## src/rtl/sb_reg_file.sv

```systemverilog
// Multi-port register file with a per-register busy scoreboard gating operand issue.
// Define SB_REG_FILE_BYPASS_EN to let same-cycle writebacks clear source hazards and forward data.
module sb_reg_file #(
  parameter int  NUM_REG    = 8,
  parameter int  REG_BIT    = 16,
  parameter int  NUM_R_PORT = 2,
  parameter int  NUM_W_PORT = 2,
  localparam int RID        = $clog2(NUM_REG)
) (
  input  logic                          clk,
  input  logic                          rst,
  input  logic [NUM_R_PORT-1:0]         rd_addr_vld,
  output logic [NUM_R_PORT-1:0]         rd_addr_rdy,
  input  logic [NUM_R_PORT*RID-1:0]     rd_addr0,
  input  logic [NUM_R_PORT*RID-1:0]     rd_addr1,
  input  logic [NUM_R_PORT-1:0]         rd_dst_vld,
  input  logic [NUM_R_PORT*RID-1:0]     rd_dst,
  output logic [NUM_R_PORT-1:0]         rd_data_vld,
  input  logic [NUM_R_PORT-1:0]         rd_data_rdy,
  output logic [NUM_R_PORT*REG_BIT-1:0] rd_data0,
  output logic [NUM_R_PORT*REG_BIT-1:0] rd_data1,
  input  logic [NUM_W_PORT-1:0]         wr_vld,
  output logic [NUM_W_PORT-1:0]         wr_rdy,
  input  logic [NUM_W_PORT*RID-1:0]     wr_addr,
  input  logic [NUM_W_PORT*REG_BIT-1:0] wr_data,
  output logic [NUM_REG-1:0]            busy
);

  logic [REG_BIT-1:0] regs_q [NUM_REG];
  logic [REG_BIT-1:0] regs_d [NUM_REG];

  logic [NUM_REG-1:0] busy_q, busy_d, set_mask, clr_mask, src_clr;

  logic [NUM_R_PORT-1:0] full_q, full_d, dstv_q, dstv_d, held_q, held_d;
  logic [NUM_R_PORT-1:0] issue, accept;

  logic [NUM_R_PORT-1:0][RID-1:0]     a0_q, a0_d, a1_q, a1_d, dst_q, dst_d;
  logic [NUM_R_PORT-1:0][REG_BIT-1:0] hold0_q, hold0_d, hold1_q, hold1_d;
  logic [NUM_R_PORT-1:0][REG_BIT-1:0] live0, live1, out0, out1;

  // Highest port applied first so the lowest writing port ends up owning the data.
  always_comb begin
    clr_mask = '0;
    for (int r = 0; r < NUM_REG; r++) regs_d[r] = regs_q[r];
    for (int w = NUM_W_PORT - 1; w >= 0; w--) begin
      if (wr_vld[w] && wr_addr[w*RID +: RID] != '0) begin
        clr_mask[wr_addr[w*RID +: RID]] = 1'b1;
        regs_d[wr_addr[w*RID +: RID]]   = wr_data[w*REG_BIT +: REG_BIT];
      end
    end
  end

`ifdef SB_REG_FILE_BYPASS_EN
  assign src_clr = ~busy_q | clr_mask | NUM_REG'(1);
`else
  assign src_clr = ~busy_q | NUM_REG'(1);
`endif

  // Ports resolve in index order; an issuing lower port claims its destination.
  always_comb begin
    set_mask    = '0;
    rd_data_vld = '0;
    issue       = '0;
    for (int p = 0; p < NUM_R_PORT; p++) begin
      if (full_q[p] && src_clr[a0_q[p]] && src_clr[a1_q[p]] &&
          (!dstv_q[p] || dst_q[p] == '0 || !busy_q[dst_q[p]]) &&
          !set_mask[a0_q[p]] && !set_mask[a1_q[p]] && !set_mask[dst_q[p]])
        rd_data_vld[p] = 1'b1;
      issue[p] = rd_data_vld[p] & rd_data_rdy[p];
      if (issue[p] && dstv_q[p] && dst_q[p] != '0)
        set_mask[dst_q[p]] = 1'b1;
    end
  end

  // Set beats clear when an issue and a writeback hit the same register.
  assign busy_d      = ((busy_q & ~clr_mask) | set_mask) & ~NUM_REG'(1);
  assign rd_addr_rdy = ~full_q | issue;
  assign accept      = rd_addr_vld & rd_addr_rdy;
  assign wr_rdy      = '1;
  assign busy        = busy_q;

  for (genvar gi = 0; gi < NUM_R_PORT; gi++) begin : g_port
`ifdef SB_REG_FILE_BYPASS_EN
    assign live0[gi] = regs_d[a0_q[gi]];
    assign live1[gi] = regs_d[a1_q[gi]];
`else
    assign live0[gi] = regs_q[a0_q[gi]];
    assign live1[gi] = regs_q[a1_q[gi]];
`endif
    // Once presented and stalled by the consumer, operands stay frozen.
    assign out0[gi] = held_q[gi] ? hold0_q[gi] : live0[gi];
    assign out1[gi] = held_q[gi] ? hold1_q[gi] : live1[gi];

    assign rd_data0[gi*REG_BIT +: REG_BIT] = out0[gi];
    assign rd_data1[gi*REG_BIT +: REG_BIT] = out1[gi];

    assign held_d[gi]  = rd_data_vld[gi] & ~rd_data_rdy[gi];
    assign hold0_d[gi] = out0[gi];
    assign hold1_d[gi] = out1[gi];

    assign full_d[gi] = accept[gi] | (full_q[gi] & ~issue[gi]);
    assign a0_d[gi]   = accept[gi] ? rd_addr0[gi*RID +: RID] : a0_q[gi];
    assign a1_d[gi]   = accept[gi] ? rd_addr1[gi*RID +: RID] : a1_q[gi];
    assign dst_d[gi]  = accept[gi] ? rd_dst[gi*RID +: RID]   : dst_q[gi];
    assign dstv_d[gi] = accept[gi] ? rd_dst_vld[gi]          : dstv_q[gi];
  end

  always_ff @(posedge clk or posedge rst) begin
    if (rst) begin
      for (int r = 0; r < NUM_REG; r++) regs_q[r] <= '0;
      busy_q  <= '0;
      full_q  <= '0;
      dstv_q  <= '0;
      held_q  <= '0;
      a0_q    <= '0;
      a1_q    <= '0;
      dst_q   <= '0;
      hold0_q <= '0;
      hold1_q <= '0;
    end else begin
      for (int r = 0; r < NUM_REG; r++) regs_q[r] <= regs_d[r];
      busy_q  <= busy_d;
      full_q  <= full_d;
      dstv_q  <= dstv_d;
      held_q  <= held_d;
      a0_q    <= a0_d;
      a1_q    <= a1_d;
      dst_q   <= dst_d;
      hold0_q <= hold0_d;
      hold1_q <= hold1_d;
    end
  end

endmodule
```

## config.mk

```make
export PLATFORM = sky130hd
export DESIGN_NAME = sb_reg_file
export DESIGN_NICKNAME = d
export VERILOG_FILES = /design/src/rtl/sb_reg_file.sv
export SDC_FILE = /design/constraint.sdc
export NUM_CORES = 1
export LEC_CHECK = 0
export ABC_AREA = 0
export CAP_MARGIN = 30
export CORE_MARGIN = 10
export CORE_UTILIZATION = 45
export CTS_CLUSTER_SIZE = 16
export DETAILED_ROUTE_END_ITERATION = 6
export PLACE_DENSITY = 0.66
export SLEW_MARGIN = 20
export SYNTH_ARGS = -nofsm -noshare
export SYNTH_HDL_FRONTEND = slang
export SYNTH_SLANG_ARGS = --single-unit
```

## constraint.sdc

```tcl
create_clock -name clk -period 7.65 [get_ports clk]
set_clock_uncertainty 0.05 [all_clocks]
set_input_delay 1.53 -clock clk [delete_from_list [all_inputs] [get_ports clk]]
set_output_delay 1.53 -clock clk [all_outputs]
set_load 0.05 [all_outputs]
```

After elaboration in Yosys (flattened, before gate mapping)
Memory sizes are Yosys's and may differ from the RTL's. Cells that the tools add are included. W data, S select, Z words.

Register bits after elaboration: 223. ROM bits: 24. Bits of input ports: 66. Logic and storage cells: 176. Memories: 3.

Memories: (name not given) (words 8, width 1, rd ports 1, clocked after memory_dff 0, wr ports 0, line 67) `!set_mask[a0_q[p]] && !set_mask[a1_q[p]] && !set_mask[dst_q[p]])`; (name not given) (words 8, width 1, rd ports 1, clocked after memory_dff 0, wr ports 0, line 67); (name not given) (words 8, width 1, rd ports 1, clocked after memory_dff 0, wr ports 0, line 67).

$lt $le $gt $ge: 20. Muxes and demuxes: 59. Bitwise gates (word level): 27. Reductions and logical operators: 44.

Operators with widths (number): $bwmux W128 (2); $mux W128 (2); $mux W16 (14); $bmux W16 S3 (4); $demux W16 S3 (2); $lt A3 B4 Y1 const B (8); $mux W8 (4); $bmux W1 S3 (9); $ge A4 B4 Y1 const B (6); $logic_and A1 B1 Y1 (24); $not A3 Y4 (6); $or A8 B8 Y8 (3); $mux W1 (18); $not A8 Y8 (2); $demux W1 S3 (4); $ge A3 B1 Y1 const B (4); $reduce_bool A3 Y1 (4); $logic_not A1 Y1 (10); $and A8 B8 Y8 (1); $lt A4 B1 Y1 const B (2); $and A1 B1 Y1 (6); $logic_not A3 Y1 (2); $logic_or A1 B1 Y1 (4); $not A1 Y1 (4); 4 further kinds (5).

Logic depth before layout (Yosys ltp)
Gate-level depths: netlist of the first run.

Depth after elaboration: 26. Gate-level depth with buffers: 10. Mapped depth without buffers: 7.

Worst setup path after synthesis of the first run
Ideal clock, no wire load.

Path type: input-to-output. Start point: input rd_data_rdy[0]. End point: output rd_addr_rdy[1]. Arrival time: 2996 ps. Required time: 6070 ps. Path slack: 3074 ps. Stages on the path: 8. Path buffers: 1. Path through: nand3_1 -> a21oi_1 -> mux2i_1 -> or2_2 -> nand4_1 -> a21oi_1 -> buf_4 -> a21bo_2.

Cells in the longest elaborated chain, start to end: 13. Elaborated cells between the ends (all ways): 19. Classes of those cells: mux (8); bitwise (3); reduce/logical (8).

Ends and longest elaborated chain: start, declared (line 19) `input logic [NUM_R_PORT-1:0] rd_data_rdy,`; $and A1 B1 Y1 (*) (line 69) `issue[p] = rd_data_vld[p] & rd_data_rdy[p];`; $logic_and A1 B1 Y1 (*) (2 in a row) (line 70) `if (issue[p] && dstv_q[p] && dst_q[p] != '0)`; $mux W8 (*) (line 70); $bmux W1 S3 (line 67); $mux W1 (not written as such) (line 67); $logic_not A1 Y1 (line 67); $logic_and A1 B1 Y1 (line 66) `(!dstv_q[p] || dst_q[p] == '0 || !busy_q[dst_q[p]]) &&`; $logic_and A1 B1 Y1 (line 67); $logic_and A1 B1 Y1 (*) (line 67); $mux W1 (*) (line 65) `if (full_q[p] && src_clr[a0_q[p]] && src_clr[a1_q[p]] &&`; named net rd_data_vld[1] (line 18) `output logic [NUM_R_PORT-1:0] rd_data_vld,`; $and A1 B1 Y1 (*) (line 69); $or A2 B2 Y2 (*) (line 77) `assign rd_addr_rdy = ~full_q | issue;`; end, declared (line 13) `output logic [NUM_R_PORT-1:0] rd_addr_rdy,`.

The timed path passes the listed nets; every way through them passes the cells marked *. The select of a mux whose other input is x is not followed.

Final worst setup path of the first run
Start point: input rd_data_rdy[0]. End point: output rd_addr_rdy[1].

Cells in the longest elaborated chain, start to end: 13. Elaborated cells between the ends (all ways): 19. Classes of those cells: mux (8); bitwise (3); reduce/logical (8).

Ends and longest elaborated chain (line): $and A1 B1 Y1 (*) (69); $logic_and A1 B1 Y1 (*) (2 in a row) (70); $mux W8 (*) (70); $bmux W1 S3 (67); $mux W1 (not written as such) (67); $logic_not A1 Y1 (67); $logic_and A1 B1 Y1 (66); $logic_and A1 B1 Y1 (67); $logic_and A1 B1 Y1 (*) (67); $mux W1 (*) (65); $and A1 B1 Y1 (*) (69); $or A2 B2 Y2 (*) (77).

Every way passes the cells marked *; elsewhere a longest branch is shown, timed or not. The select of a mux whose other input is x is not followed.

==> results.yml, run 1 <==
clock_tree:
  htreeDepth: 1
  cts.hold.buffers_added: 0
  cts_tree: "yes"
  numCtsBuffers: 26
  cts_num_sinks: 223
  cts_resized: 0
  clkLatencyLatePin_ns: 0.55
  root_buffer: "clkbuf_16"
  path_clk_slew_ns: 0.06
  post-cts-setup-buffers: 0
  clockBufferDepth: 3
detailed_routing:
  drt_iter0_drc: 1072
  dr.pass1.iters: 7
  wirelength_mm: 42.27
  drcViolationCount: 0
  vias: 10130
  antenna_left: 0
  wl_per_cell_um: 25.40
  viasPerCell: 6.085
placed_design:
  dp_hpwl_mm: 27.14
  port_buffers: 140
  gp_congestion: 0.8824
floorplan:
  start_util: 0.4576
  fp.dieArea_um2: 37660
  die_y_um: 194.1
  rows: 63
  dieWidth_um: 194.1
  core_um2: 29800
  pin_count: 144
timing:
  max_freq_mhz: 168.7
  fin_crit_sh: 0.7750
  setup_viol: 0
  tightest_slew_ns: 0.7769
  final-hold-violation-count: 0
  maxSlewViolCount: 0
  rsz0062_at_grt: "false"
  slew_headroom: 0.4821
  period_needed_ns: 5.928
  fin_tns_setup_ns: 0
setup_path:
  crit_fanout: 11
  slowest_stage: "clkdlybuf4s50_1"
  critPathBufInv: 2
  worst_setup_path_start_kind: "primary input"
  cp_num_cells: 9
  reg2reg_to: "a0_q[4]"
  crit_path_end_kind: "primary output"
  path_cells: "clkdlybuf4s50_1, nand3_1, a21oi_1, mux2i_1, or2_2, nand4_1, a21oi_1, a21bo_2, clkdlybuf4s50_1"
  crit_end: "rd_addr_rdy[1]"
  crit_start: "rd_data_rdy[0]"
  required_ns: 6.07
  r2r_slack_ns: 4.47
  critPathKind: "primary input to primary output"
  worstPathArrival_ns: 4.35
  r2r_cells: 6
  critPathTopFamily: "buffers and inverters"
  crit-reg2reg-launch: "a1_q[3]"
  worst_path_largest_cell_delay_ns: 0.79
synthesis:
  ys.flop_type: "dfrtp_1"
  synth_cells: 1173
  synth-edff-count: 0
  netlist_area_um2: 13640
  async_flop_share: 1.000
  synth-seq-cells: 223
  synth.avg_cell_area_um2: 11.62
  yosysWarnings: 0
  synth_seq_area_share: 0.4092
  synth_cell_types: 49
grt:
  grt_pass1_vias: 10280
  grt_max_degree: 137
  grt_pass1_wl_mm: 65.34
  overflow: 0
  grt_use_total: 0.2201
  antenna_found_initial: 8
run:
  drv_cap: 0
finish:
  drive_gt1_frac: 0.2022
  nNetsFinal: 1318
  final_common_cell: "dfrtp_1"
  mostFrequentLayoutCells: "dfrtp_1 (217), mux2i_1 (189), clkdlybuf4s50_1 (140)"
  syn_to_final_growth_pct: 19.31
  final_core_util: 0.5460
  fillers: 2471
power_and_ir_drop:
  power.leakage_nw: 6.789
  power.density_nw_per_um2: 516.4
  vdd_drop_max_mv: 0.3372
run_status:
  status: "completed"
min_path:
  hold_path.class: "flop to flop"
-- where the power goes --
part	switching [W]	internal (W)	leakage [nW]
Combinational	0.00307	0.00203	3.65
Sequential	0.000433	0.00157	2.69
Clock	0.000511	0.000786	0.444
Total	0.00401	0.00439	6.79
-- state kept, by name, indices dropped and copies added (netlist names) --
register	flops
a0_q	6
regs_q	128
held_q	2
dstv_q	2
busy	7
dst_q	6
full_q	2
hold0_q	32
a1_q	6
hold1_q	32
-- synth_stat cells (2+ instances only) --
master / number / area (um^2)
a21oi_1: 69 / 345.3
a22oi_1: 2 / 15.01
a31o_2: 4 / 35.03
a41o_1: 3 / 30.03
and2_2: 2 / 15.01
and3_1: 2 / 12.51
buf_1: 17 / 63.81
buf_2: 17 / 85.08
buf_4: 7 / 52.55
clkbuf_1: 79 / 296.5
conb_1: 2 / 7.510
dfrtp_1: 223 / 5580
inv_1: 7 / 26.28
mux2_2: 23 / 259.0
mux2i_1: 189 / 1892
mux4_2: 132 / 2973
nand2_1: 130 / 488.0
nand2b_1: 3 / 18.77
nand3_1: 9 / 45.04
nand4_1: 5 / 31.28
nand4b_1: 6 / 52.55
nor2_1: 75 / 281.5
nor2b_1: 10 / 62.56
nor3_1: 3 / 15.01
nor4bb_1: 5 / 50.05
o21ai_0: 120 / 600.6
o21ai_2: 2 / 17.52
o31ai_1: 4 / 30.03
xnor2_1: 3 / 26.28
-- metal layers --
| metal | global-route usage | vias up | routed length (um) |
|---|---|---|---|
| li1 | - | 4526 | - |
| met3 | 0.07002 | 66 | 4627 |
| met5 | 0 | - | 45 |
| met4 | 0.04855 | 8 | 789 |
| met2 | 0.3324 | 458 | 18850 |
| met1 | 0.3033 | 5068 | 17950 |
-- logic make-up after synthesis --
family	Yosys count	share of synthesized area
other cells	2	0.0005508
mux	345	0.3769
flops	223	0.4092
buf+inv	128	0.03927
compound gates	215	0.08809
xor+xnor	4	0.002570
simple gates	256	0.08341
-- how the worst min path moves through the flow --
stage	slack, ns	depth (start not counted)	end	from
final	0.39	0	regs_q[122]	regs_q[122]
after global routing	0.39	0	regs_q[124]	regs_q[124]
after CTS	0.39	0	regs_q[124]	regs_q[124]
after detailed placement	0.37	0	regs_q[124]	regs_q[124]
after global placement	0.37	0	regs_q[113]	regs_q[113]
after floorplan	0.42	1	regs_q[112]	regs_q[112]
-- area by class of cell --
type / count / area, um^2 / share of cell area
multi-input combinational: 823 / 7594 / 0.4668
sequential: 223 / 5588 / 0.3435
timing repair buffer: 171 / 1667 / 0.1024
clock buffer: 37 / 752.0 / 0.04622
tap: 390 / 488.0 / 0.03000
clock inverter: 10 / 142.6 / 0.008768
inverter: 7 / 30.03 / 0.001846
antenna: 3 / 7.507 / 0.0004615
-- through the flow --
stage	setup WS (ns)	std cells	power (W)	hold slack [ns]	area [um^2]
after floorplan	3.074	1174	0.005523	0.4244	13640
after global placement	1.755	1612	0.007033	0.3655	15330
after detailed placement	1.752	1613	0.007109	0.3715	15350
after CTS	1.747	1660	0.008421	0.3856	16240
after global routing	1.523	1661	0.008810	0.3926	16260
final	1.722	1664	0.008401	0.3880	16270
(Power assumes the default switching activity.)
==> run 2: changes to the inputs <==
--- a/config.mk
+++ b/config.mk
@@ -11,7 +11,7 @@
 export CORE_UTILIZATION = 45
 export CTS_CLUSTER_SIZE = 16
 export DETAILED_ROUTE_END_ITERATION = 6
-export PLACE_DENSITY = 0.66
+export PLACE_DENSITY = 0.64
 export SLEW_MARGIN = 20
 export SYNTH_ARGS = -nofsm -noshare
 export SYNTH_HDL_FRONTEND = slang
==> constraint.sdc (replaced) <==
create_clock -name clk -period 6.01 [get_ports clk]
set_clock_uncertainty 0.05 [all_clocks]
set_input_delay 1.202 -clock clk [delete_from_list [all_inputs] [get_ports clk]]
set_output_delay 1.202 -clock clk [all_outputs]
set_load 0.05 [all_outputs]
==> results.yml, run 2 (synthesis gave the netlist of run 1 again) <==
detailed_routing:
  wl_per_cell_um: 25.79
  drt_iter0_drc: 1287
  wirelength_mm: 43.07
  drcViolationCount: 0
  dr.pass1.iters: 5
  viasPerCell: 6.051
  antenna_left: 0
  vias: 10110
power_and_ir_drop:
  power_switching_share: 0.4823
  vdd_drop_max_mv: 0.4415
  power.leakage_nw: 6.765
  power.density_nw_per_um2: 650.3
  seq_power_share: 0.247
  p_int_w: 0.005468
  p_sw_w: 0.005095
  pwr-share-comb: 0.609
  total_power_w: 0.01056
  clockPowerShare: 0.144
min_path:
  hold_path.class: "flop to flop"
  hp-start: "regs_q[127]"
placed_design:
  dp_hpwl_mm: 29.15
  port_buffers: 140
  gp_congestion: 0.8828
clock_tree:
  cts_num_sinks: 223
  cts.hold.buffers_added: 0
  root_buffer: "clkbuf_16"
  clockBufferDepth: 3
  cts_resized: 0
  post-cts-setup-buffers: 0
  numCtsBuffers: 25
  cts_tree: "yes"
  clkLatencyLatePin_ns: 0.55
  path_clk_slew_ns: 0.06
  htreeDepth: 1
timing:
  maxSlewViolCount: 0
  holdWs_ns: 0.3852
  period_needed_ns: 5.237
  rsz0062_at_grt: "false"
  max_freq_mhz: 191.0
  slew_headroom: 0.3458
  tightest_slew_ns: 0.9799
  setup_viol: 0
  fin_crit_sh: 0.8713
  fin_tns_setup_ns: 0
  final-hold-violation-count: 0
finish:
  syn_to_final_growth_pct: 19.13
  largestRegisters: "regs_q: 128 flops, hold0_q: 32 flops, hold1_q: 32 flops"
  mostFrequentLayoutCells: "dfrtp_1 (217), mux2i_1 (189), clkdlybuf4s50_1 (140)"
  regMostFlops: "regs_q"
  fillers: 2547
  drive_gt1_frac: 0.2041
  regArea_um2: 5588
  nNetsFinal: 1323
  final_common_cell: "dfrtp_1"
  multi_input_area_um2: 7594
  largest_reg_flops: 128
grt:
  grt_max_degree: 109
  grt_use_total: 0.2218
  grt_pass1_vias: 9991
  grt_pass1_wl_mm: 65.69
  overflow: 0
  antenna_found_initial: 9
setup_path:
  critPathBufInv: 2
  crit_path_end_kind: "primary output"
  worst_setup_path_start_kind: "flop"
  crit_fanout: 16
  critPathTopFamily: "buffers and inverters"
  crit-reg2reg-launch: "a1_q[1]"
  crit_start: "a1_q[1]"
  slowest_stage: "dfrtp_1"
  required_ns: 4.76
  worstPathArrival_ns: 3.98
  r2r_slack_ns: 2.90
  worst_path_largest_cell_delay_ns: 0.85
  path_cells: "mux2i_1, mux4_2, nor4b_4, nand3_2, o41ai_4, a21oi_1, buf_4, a21bo_2, clkdlybuf4s50_1"
  critPathKind: "flop to primary output"
floorplan:
  dieWidth_um: 194.1
  rows: 63
  pin_count: 144
  core_um2: 29800
  die_y_um: 194.1
  fp.dieArea_um2: 37660
  start_util: 0.4576
run:
  drv_cap: 0
run_status:
  status: "completed"
[run 2: worst paths after layout]
| path | end | cells after the start |
|---|---|---|
| setup / recovery | rd_addr_rdy[1] | 9 |
| hold / removal | regs_q[127] | 0 |
| setup reg to reg | a0_q[5] | 7 |
| hold reg to reg | regs_q[127] | 0 |
| max in group asynchronous | a1_q[3] | 3 |
| min in group asynchronous | hold1_q[14] | 2 |
[run 2: final cells by class]
| cell class | instances | share of cell area |
|---|---|---|
| Antenna cell | 6 | 0.0009243 |
| Clock buffer | 35 | 0.04390 |
| Clock inverter | 9 | 0.005007 |
| Inverter | 7 | 0.001849 |
| Multi-Input combinational cell | 823 | 0.4675 |
| Sequential cell | 223 | 0.3440 |
| Tap cell | 390 | 0.03004 |
| Timing Repair Buffer | 177 | 0.1068 |
[run 2: power by group through the flow]
stage	clock (W)	sequential, W	combinational (W)
2_1_floorplan	0	0.00234	0.00469
3_3_place_gp	0	0.00265	0.00633
3_5_place_dp	0	0.00265	0.00642
4_1_cts	0.00154	0.00263	0.00644
5_1_grt	0.00160	0.00268	0.00679
6_report	0.00152	0.00261	0.00643
[run 2: per-stage QoR]
| step | util | std cells | cell area [um^2] | setup WS [ns] |
|---|---|---|---|---|
| CTS | 0.5440 | 1663 | 16210 | 0.7482 |
| detailed placement | 0.5173 | 1619 | 15410 | 0.8802 |
| finish | 0.5452 | 1670 | 16240 | 0.7734 |
| global placement | 0.5148 | 1613 | 15340 | 0.8863 |
| global route | 0.5447 | 1664 | 16230 | 0.5437 |
| floorplan | - | 1174 | 13640 | 1.848 |
[run 2: layer usage]
metal	up-vias	track usage	wire length [um]
met5	-	0	28
met4	4	0.04514	675
li1	4540	-	-
met3	59	0.06380	3663
met1	5101	0.3120	19160
met2	401	0.3339	19540
